[config.mk]
export PLATFORM = sky130hd
export DESIGN_NAME = top
export DESIGN_NICKNAME = d
export VERILOG_FILES = /design/src/rtl/top.sv
export SDC_FILE = /design/constraint.sdc
export NUM_CORES = 1
export LEC_CHECK = 0
export BUFFER_PORTS_ARGS = -buffer_cell sky130_fd_sc_hd__clkbuf_2
export CELL_PAD_IN_SITES_DETAIL_PLACEMENT = 1
export CELL_PAD_IN_SITES_GLOBAL_PLACEMENT = 1
export CORE_ASPECT_RATIO = 0.6
export CORE_UTILIZATION = 33
export CTS_CLUSTER_SIZE = 14
export DETAILED_ROUTE_END_ITERATION = 8
export GPL_ROUTABILITY_DRIVEN = 0
export PLACE_DENSITY = 0.74
export SETUP_SLACK_MARGIN = 0.2
export SLEW_MARGIN = 20
export SYNTH_ARGS = -nofsm -noshare
export SYNTH_HDL_FRONTEND = slang
export SYNTH_SLANG_ARGS = --single-unit
[constraint.sdc]
create_clock -name vclk -period 1.3
set_clock_uncertainty 0.1 [all_clocks]
set_input_delay 0.13 -clock vclk [all_inputs]
set_output_delay 0.13 -clock vclk [all_outputs]
set_load 0.01 [all_outputs]
[src/rtl/top.sv]
`timescale 1ns/1ps
`default_nettype none
// ============================================================================
// Module   : top
// Brief    : DDR3 DIMM power-up/initialisation sequencer with periodic
//            refresh. Macro TOP_FAST_INIT_EN selects short timing.
// Revision : 1.0
// ============================================================================
module top #(
    parameter int T_RST_CYC  = 40000,
    parameter int T_CKE_CYC  = 100000,
    parameter int T_REFI_CYC = 1560
) (
    input  logic        sysclk_p,
    input  logic        sysclk_n,
    input  logic        sysrst,
    output logic [7:0]  gpio_led,
    inout  wire  [63:0] ddr_dq,
    inout  wire  [7:0]  ddr_dqs_p,
    inout  wire  [7:0]  ddr_dqs_n,
    output logic [15:0] ddr_addr,
    output logic [2:0]  ddr_ba,
    output logic        ddr_ras_n,
    output logic        ddr_cas_n,
    output logic        ddr_we_n,
    output logic        ddr_reset_n,
    output logic [1:0]  ddr_ck_p,
    output logic [1:0]  ddr_ck_n,
    output logic [1:0]  ddr_cke,
    output logic [1:0]  ddr_cs_n,
    output logic [1:0]  ddr_odt,
    output logic [7:0]  ddr_dm
);

`ifdef TOP_FAST_INIT_EN
    localparam int c_rst_cyc  = 200;
    localparam int c_cke_cyc  = 500;
    localparam int c_zq_cyc   = 64;
    localparam int c_refi_cyc = 200;
`else
    localparam int c_rst_cyc  = T_RST_CYC;
    localparam int c_cke_cyc  = T_CKE_CYC;
    localparam int c_zq_cyc   = 512;
    localparam int c_refi_cyc = T_REFI_CYC;
`endif

    localparam logic [16:0] c_rst_last  = 17'(c_rst_cyc - 1);
    localparam logic [16:0] c_cke_last  = 17'(c_cke_cyc - 1);
    localparam logic [16:0] c_refi_last = 17'(c_refi_cyc - 1);
    localparam logic [16:0] c_txpr_last = 17'd63;
    localparam logic [16:0] c_tmrd      = 17'd4;
    localparam logic [16:0] c_tmod      = 17'd12;
    localparam logic [16:0] c_tzq       = 17'(c_zq_cyc);
    localparam logic [16:0] c_trp       = 17'd4;
    localparam logic [16:0] c_trfc      = 17'd32;

    localparam logic [2:0] c_cmd_mrs  = 3'b000;
    localparam logic [2:0] c_cmd_ref  = 3'b001;
    localparam logic [2:0] c_cmd_pre  = 3'b010;
    localparam logic [2:0] c_cmd_zqcl = 3'b110;
    localparam logic [2:0] c_cmd_nop  = 3'b111;

    typedef enum logic [3:0] {
        RST_WAIT = 4'd0,
        CKE_WAIT = 4'd1,
        MRS2     = 4'd2,
        MRS3     = 4'd3,
        MRS1     = 4'd4,
        MRS0     = 4'd5,
        ZQCL     = 4'd6,
        IDLE     = 4'd7,
        PREA     = 4'd8,
        REF      = 4'd9
    } state_t;

    // Differential receiver; a vendor input-buffer primitive replaces this on silicon.
    logic w_clk;
    assign w_clk = sysclk_p & ~sysclk_n;

    state_t      r_state, w_state;
    logic [16:0] r_cnt, w_cnt;
    logic [16:0] r_refi, w_refi;
    logic        r_init_done, w_init_done;
    logic        r_ref_tog, w_ref_tog;
    logic        r_reset_n, w_reset_n;
    logic [1:0]  r_cke, w_cke;
    logic [1:0]  r_cs_n, w_cs_n;
    logic [2:0]  r_cmd, w_cmd;
    logic [15:0] r_addr, w_addr;
    logic [2:0]  r_ba, w_ba;

    // Each command state issues its command on the entry edge, then counts
    // its NOP gap; reaching the gap length issues the next command.
    always_comb begin
        w_state     = r_state;
        w_cnt       = r_cnt + 17'd1;
        w_refi      = r_refi + 17'd1;
        w_init_done = r_init_done;
        w_ref_tog   = r_ref_tog;
        w_reset_n   = r_reset_n;
        w_cke       = r_cke;
        w_cmd       = c_cmd_nop;
        w_addr      = 16'h0000;
        w_ba        = 3'd0;

        case (r_state)
            RST_WAIT: begin
                if (r_cnt == c_rst_last) begin
                    w_reset_n = 1'b1;
                    w_cnt     = 17'd0;
                    w_state   = CKE_WAIT;
                end
            end
            CKE_WAIT: begin
                if (!r_cke[0]) begin
                    if (r_cnt == c_cke_last) begin
                        w_cke = 2'b11;
                        w_cnt = 17'd0;
                    end
                end else if (r_cnt == c_txpr_last) begin
                    w_state = MRS2;
                    w_cmd   = c_cmd_mrs;
                    w_ba    = 3'd2;
                    w_addr  = 16'h0008;
                    w_cnt   = 17'd0;
                end
            end
            MRS2: begin
                if (r_cnt == c_tmrd) begin
                    w_state = MRS3;
                    w_cmd   = c_cmd_mrs;
                    w_ba    = 3'd3;
                    w_addr  = 16'h0000;
                    w_cnt   = 17'd0;
                end
            end
            MRS3: begin
                if (r_cnt == c_tmrd) begin
                    w_state = MRS1;
                    w_cmd   = c_cmd_mrs;
                    w_ba    = 3'd1;
                    w_addr  = 16'h0004;
                    w_cnt   = 17'd0;
                end
            end
            MRS1: begin
                if (r_cnt == c_tmrd) begin
                    // BL8, CL6, WR6, DLL reset
                    w_state = MRS0;
                    w_cmd   = c_cmd_mrs;
                    w_ba    = 3'd0;
                    w_addr  = 16'h0520;
                    w_cnt   = 17'd0;
                end
            end
            MRS0: begin
                if (r_cnt == c_tmod) begin
                    w_state = ZQCL;
                    w_cmd   = c_cmd_zqcl;
                    w_addr  = 16'h0400;
                    w_cnt   = 17'd0;
                end
            end
            ZQCL: begin
                if (r_cnt == c_tzq) begin
                    w_state     = IDLE;
                    w_init_done = 1'b1;
                    w_refi      = 17'd0;
                end
            end
            IDLE: begin
                if (r_refi == c_refi_last) begin
                    w_state = PREA;
                    w_cmd   = c_cmd_pre;
                    w_addr  = 16'h0400;
                    w_refi  = 17'd0;
                    w_cnt   = 17'd0;
                end
            end
            PREA: begin
                if (r_cnt == c_trp) begin
                    w_state   = REF;
                    w_cmd     = c_cmd_ref;
                    w_ref_tog = ~r_ref_tog;
                    w_cnt     = 17'd0;
                end
            end
            REF: begin
                if (r_cnt == c_trfc) begin
                    w_state = IDLE;
                end
            end
            default: begin
                w_state = RST_WAIT;
                w_cnt   = 17'd0;
            end
        endcase

        w_cs_n = w_cke[0] ? 2'b00 : 2'b11;
    end

    always_ff @(posedge w_clk or negedge sysrst) begin
        if (!sysrst) begin
            r_state     <= RST_WAIT;
            r_cnt       <= 17'd0;
            r_refi      <= 17'd0;
            r_init_done <= 1'b0;
            r_ref_tog   <= 1'b0;
            r_reset_n   <= 1'b0;
            r_cke       <= 2'b00;
            r_cs_n      <= 2'b11;
            r_cmd       <= c_cmd_nop;
            r_addr      <= 16'h0000;
            r_ba        <= 3'd0;
        end else begin
            r_state     <= w_state;
            r_cnt       <= w_cnt;
            r_refi      <= w_refi;
            r_init_done <= w_init_done;
            r_ref_tog   <= w_ref_tog;
            r_reset_n   <= w_reset_n;
            r_cke       <= w_cke;
            r_cs_n      <= w_cs_n;
            r_cmd       <= w_cmd;
            r_addr      <= w_addr;
            r_ba        <= w_ba;
        end
    end

    assign ddr_ck_p    = {2{w_clk}};
    assign ddr_ck_n    = {2{~w_clk}};
    assign ddr_dq      = 'z;
    assign ddr_dqs_p   = 'z;
    assign ddr_dqs_n   = 'z;
    assign ddr_dm      = 8'h00;
    assign ddr_odt     = 2'b00;
    assign ddr_reset_n = r_reset_n;
    assign ddr_cke     = r_cke;
    assign ddr_cs_n    = r_cs_n;
    assign ddr_ras_n   = r_cmd[2];
    assign ddr_cas_n   = r_cmd[1];
    assign ddr_we_n    = r_cmd[0];
    assign ddr_addr    = r_addr;
    assign ddr_ba      = r_ba;
    assign gpio_led    = {r_state, 2'b00, r_ref_tog, r_init_done};

endmodule
`default_nettype wire

==> summary.txt, run 1 <==
Logic synthesis
  • Top cell type's share of synthesized area: 33.5%
  • Synth cell count leaders: 111 x buf_4, 54 x nor2_1, 49 x dfrtp_1
  • Count leader, synth: buf_4
  • Unique masters post-synth: 48
  • Synth top area cells: dfrtp_1 34%, buf_4 23%, nor2_1 5.5%, xor2_1 4.6%, xnor2_1 3.6%
  • Async set-reset flop share out of synthesis: 100%
  • Netlist Area Pre-Place: between 0.003 and 0.004 sq mm
  • Yosys warns: 0
  • Largest area contributor in the synthesized netlist: dfrtp_1
  • Syn_area_per_cell: 8.88 sq um
  • Register bit total from synthesis: 53
  • Post-Syn Instances: ~410
  • Seq/Total Area, Yosys: 36.4%
  • Number of synthesized flops with an enable pin: 0
  • Main synth FF type: dfrtp_1

Timing
  • Achievable frequency: 1270 MHz
  • Crit path time final: ~800 ps
  • Fin. max-slew vios: 0
  • Setup ws final: ~510 ps
  • Hold WS: approximately 450 ps
  • Fin Setup TNS: 0 ps
  • Register pins left without a clock: 53
  • Number of unconstrained endpoints: 74
  • Final setup violation count: 0
  • Final hold vios: 0
  • Unrepaired setup endpoints after global routing: false
  • Final period util: 60.6%
  • Tightest Pin Transition: 755 ps
  • Rel. slew slack: between 40% and 50%

Clock network
  • Postcts setup bufs: 0
  • Post-CTS sizing: 0
  • # hold bufs at CTS: 0

Critical path
  • Required time worst endpoint: between 1000 and 1500 ps
  • Crit path DAT: approximately 560 ps
  • Top fanout value on the critical path: 3
  • CP Capture Type: output pin
  • CP Launch Type: input pin
  • Crit Path Category: in -> out

GRT
  • Total grt overflow: 0
  • Initial antenna violation count: 0
  • Largest net degree at the start of global routing: 54
  • Tot GR Track Use: between 10% and 20%
  • Vias in the first global route: approximately 2.3k
  • First-pass GRT wire length: 12000 um

Finish
  • # nets final: 430
  • Post-route design area: approximately 0.0035 sq mm
  • Syn-to-layout area delta: -4.55%
  • Antenna cells: 0
  • Non-Filler Instances: 560
  • Layout cells sized above 1: 10.2%

Route
  • Initial drt markers: 135
  • Drt drc: 0
  • Pre-antenna DRT Iters: 4
  • Final wirelength: 7320 um
  • Vias per cell: 4.42
  • Post-route ant nets: 0
  • Via count: 2473
  • Wire per inst: 13.1 um

Place
  • Placed instance count: 560
  • Pre-CTS setup slack: between 400 and 500 ps
  • I/O Buffers: 28
  • Final HPWL DP: between 5000 and 6000 um
  • Placed Area: 0.00349 sq mm

Flow run
  • Max-cap violation count: 0

Floorplan
  • Die width: around 140 um
  • Core Area: 0.0107 sq mm
  • IO Pins: 132
  • Die area: 0.0115 sq mm
  • Rows: 29
  • Die height: 83.5 um
  • Starting density of the core: between 30% and 40%

Run status
  • Status: complete, no violations

Pwr
  • Pwr dens: 84.8 mW/mm^2
  • Lkg Pwr: approximately 0.0017 uW
  • VDD IR max: 107 uV

Min path
  • Hold wc startpoint: sysclk_p
  • Hold crit path type: in -> out
  • Hold depth: 3
  • Hold Path End: ddr_ck_n[0]
state kept, by name, summed over array words and instances, names as in the netlist:
register	count
ddr_addr	4
ddr_ba	2
ddr_cke	2
ddr_cs_n	1
ddr_reset_n	1
r_cmd	3
r_cnt	17
r_init_done	1
r_ref_tog	1
r_refi	17
r_state	4
layout by cell type, fill, tap and decap left out, drive strengths merged, types with 4 or more instances in the layout:
cell type	instances
nand2b	5
nand2	24
conb	104
nor2b	7
ha	4
nor4b	5
and3	8
nor4	6
xor2	19
nor2	54
xnor2	15
nor3	5
dfstp	4
nand4	10
and2	5
inv	7
o21ai	7
clkbuf	28
dfrtp	49
nand3	23
worst max-delay path by stage:
stage / startpoint / end / slack, ps / depth (start not counted)
after detailed placement: sysclk_n / ddr_ck_p[1] / 500 / 4
after global routing: sysclk_n / ddr_ck_p[1] / 480 / 4
after CTS: sysclk_n / ddr_ck_p[1] / 500 / 4
after global placement: sysclk_n / ddr_ck_p[0] / 520 / 4
after floorplan: sysclk_n / ddr_ck_p[0] / 120 / 3
final: sysclk_n / ddr_ck_p[1] / 510 / 4
where the power goes:
part	leakage, uW	internal, uW	switching, uW
clock	0	0	0
combinational	0.00103	14.5	199
sequential	0.000697	82.3	0
total	0.00172	96.7	199
area by class of cell:
type / count / area [sq um]
multi-input combinational: 330 / 1800
tap: 139 / 174
sequential: 53 / 1330
fill: 1324 / 7180
inverter: 8 / 33.8
timing repair buffer: 30 / 155
per-layer routing:
metal / routed length [um] / GRT usage [%]
met2: 3260 / 20.4
met3: 304 / 0.0607
met1: 3760 / 19.9
met5: 0 / 0
met4: 0 / 0
cells by family (layout without fill, tap and decap cells):
group                    count (synthesis)  in the layout  synth area share, %
flip-flops                              53             53                 36.4
adder cells (fa/ha/maj)                  4              4                 1.37
other                                    1            104                0.103
AO/OA/AOI/OAI                           25             25                 5.13
buffers and inverters                  132             38                 25.2
multiplexers                             1              1                0.308
XOR/XNOR                                34             34                 8.14
AND/OR/NAND/NOR                        162            162                 23.3
worst max-delay path, stage by stage:
cell and delay, ps:
clkbuf_2 80, nand2b_4 140, clkinvlp_4 80, clkbuf_2 130
through the flow:
step / total power (uW) / utilization (%)
after global placement: 293 / 32.7
after global routing: 330 / 32.7
after detailed placement: 295 / 32.7
final: 296 / 32.7
after floorplan: 477 / -
after CTS: 295 / 32.7
Power figures use the tool's default switching activity.
==> run 2: changes to the inputs <==
--- a/config.mk
+++ b/config.mk
@@ -9,11 +9,11 @@
 export CELL_PAD_IN_SITES_DETAIL_PLACEMENT = 1
 export CELL_PAD_IN_SITES_GLOBAL_PLACEMENT = 1
 export CORE_ASPECT_RATIO = 0.6
-export CORE_UTILIZATION = 33
+export CORE_UTILIZATION = 37
 export CTS_CLUSTER_SIZE = 14
 export DETAILED_ROUTE_END_ITERATION = 8
 export GPL_ROUTABILITY_DRIVEN = 0
-export PLACE_DENSITY = 0.74
+export PLACE_DENSITY = 0.78
 export SETUP_SLACK_MARGIN = 0.2
 export SLEW_MARGIN = 20
 export SYNTH_ARGS = -nofsm -noshare
==> constraint.sdc (replaced) <==
create_clock -name vclk -period 0.8
set_clock_uncertainty 0.1 [all_clocks]
set_input_delay 0.08 -clock vclk [all_inputs]
set_output_delay 0.08 -clock vclk [all_outputs]
set_load 0.01 [all_outputs]
==> run 2 against run 1 <==
Worst setup slack lost 390 ps. Highest routed layer unchanged. Sequential power grew 63%. Combinational power grew 68%. Design area grew 0.43%. Critical path type unchanged. Hold slack lost 91 ps. Utilization grew 4.6 points. Largest power group unchanged. Die area shrank 11%. Via count is essentially flat.
==> summary.txt, run 2 (synthesis gave the netlist of run 1 again) <==
Timing
  • Rel. slew slack: 50.3% (+0.76 points)
  • Crit path time final: 678 ps
  • Tightest Pin Transition: 744 ps (-11.5 ps)
  • Achievable frequency: 1480 MHz
  • Hold WS: 364 ps (-90.6 ps)
  • Number of unconstrained endpoints: 74 (unchanged)
  • Fin Setup TNS: 0 ps (unchanged)
  • Final period util: between 80 and 90%
  • Setup ws final: 122 ps (-391 ps)
  • Final hold vios: 0 (unchanged)
  • Register pins left without a clock: 53 (unchanged)
  • Unrepaired setup endpoints after global routing: true
  • Fin. max-slew vios: 0 (unchanged)
  • Final setup violation count: 0 (unchanged)

GRT
  • Tot GR Track Use: 13.3% (+0.71 points)
  • Largest net degree at the start of global routing: 54 (unchanged)
  • Initial antenna violation count: 0 (unchanged)
  • Vias in the first global route: 2187 (-6.0%)
  • First-pass GRT wire length: 11300 um (-5.8%)
  • Total grt overflow: 0 (unchanged)

Critical path
  • CP Capture Type: output pin
  • CP Launch Type: input pin
  • Top fanout value on the critical path: 3 (unchanged)
  • Required time worst endpoint: 620 ps (-450 ps)
  • Crit path DAT: 500 ps (-60 ps)
  • Crit Path Category: in -> out

Pwr
  • Reg power frac: 27.1% (-0.7 points)
  • Sw Share: 65.8% (-1.5 points)
  • Pint: 169 uW (+75%)
  • Net switching power: 325 uW (+63%)
  • Pwr dens: 141 mW/mm^2 (+66%)
  • VDD IR max: 163 uV (+52%)
  • Combinational share of power: 72.9% (+0.7 points)
  • Total power: 494 uW (+67%)
  • Lkg Pwr: 0.00173 uW (+0.51%)
  • Power share of the clock group: 0% (unchanged)

Floorplan
  • Die width: 130 um (-5.5%)
  • Die height: 79.0 um (-5.4%)
  • IO Pins: 132 (unchanged)
  • Starting density of the core: 38.9% (+4.7 points)
  • Rows: 27 (-6.9%)
  • Die area: 0.0103 sq mm (-11%)
  • Core Area: 0.00939 sq mm (-12%)

Place
  • Pre-CTS setup slack: 106 ps (-392 ps)
  • I/O Buffers: 28 (unchanged)
  • Final HPWL DP: 5410 um (-6.5%)
  • Placed Area: 0.00348 sq mm (-0.32%)

Clock network
  • # hold bufs at CTS: 0 (unchanged)

Finish
  • Antenna cells: 0 (unchanged)
  • Syn-to-layout area delta: -4.14%
  • Post-route design area: 0.00351 sq mm (+0.43%)
  • # nets final: 431 (+0.23%)
  • Fillcell total: 1179 (-11%)
  • Biggest regs: r_cnt: 17 flops, r_refi: 17 flops
  • Multi-input logic area: 0.00180 sq mm (unchanged)
  • Register area: 0.00133 sq mm (unchanged)
  • Most frequent cells in the layout: 104 x conb_1, 54 x nor2_1, 49 x dfrtp_1
  • Layout cells sized above 1: 10.4% (+0.21 points)
  • Commonest non-fill, non-tap cell in the layout: conb_1

Route
  • Final wirelength: 6960 um (-5.0%)
  • Drt drc: 0 (unchanged)
  • Post-route ant nets: 0 (unchanged)
  • Wire per inst: 12.6 um (-3.6%)
  • Via count: 2474 (+0.040%)
  • Initial drt markers: 171 (+27%)
  • Vias per cell: 4.48 (+1.5%)
  • Pre-antenna DRT Iters: 4 (unchanged)

Flow run
  • Max-cap violation count: 0 (unchanged)

Run status
  • Status: complete, no violations

Min path
  • Hold crit path type: in -> out
-- run 2: final timing paths --
check	start	end	slack [ps]	depth (start not counted)
setup / recovery	sysclk_n	ddr_ck_p[1]	120	4
hold / removal	sysclk_p	ddr_ck_n[0]	360	3
-- run 2: layout make-up --
class	instances	area share, %
repair buffers	31	5.17
multi-input cells	330	51.2
well taps	130	4.64
flip-flops and latches	53	38.0
inverters	8	0.964
-- run 2: metrics by stage --
stage               cells  utilization (%)
global placement      551             37.1
floorplan             515                -
detailed placement    551             37.1
finish                552             37.3
CTS                   552             37.1
global route          552             37.3
-- run 2: metal layers --
layer  routed length (um)  track usage [%]  part of all wire (%)
met5                    0                0                     0
met4                    0                0                     0
met3                  404            0.404                   5.8
met2                 2820             19.9                    40
met1                 3740             22.1                    54
-- run 2: repair_timing --
item                                    CTS  global route
buffers inserted                          1             0
resized for setup                         0             7
endpoints found under the setup margin    4             4
-- run 2: power groups by stage --
stage / registers, uW / logic [uW] / clock network [uW]
floorplan: 135 / 639 / 0
global placement: 134 / 340 / 0
detailed placement: 134 / 343 / 0
CTS: 134 / 347 / 0
global route: 134 / 415 / 0
finish: 134 / 360 / 0
-- run 2: worst max-delay path: stages --
cell	delay, ps
buf_6	60
nand2b_4	120
clkinvlp_4	100
buf_6	130
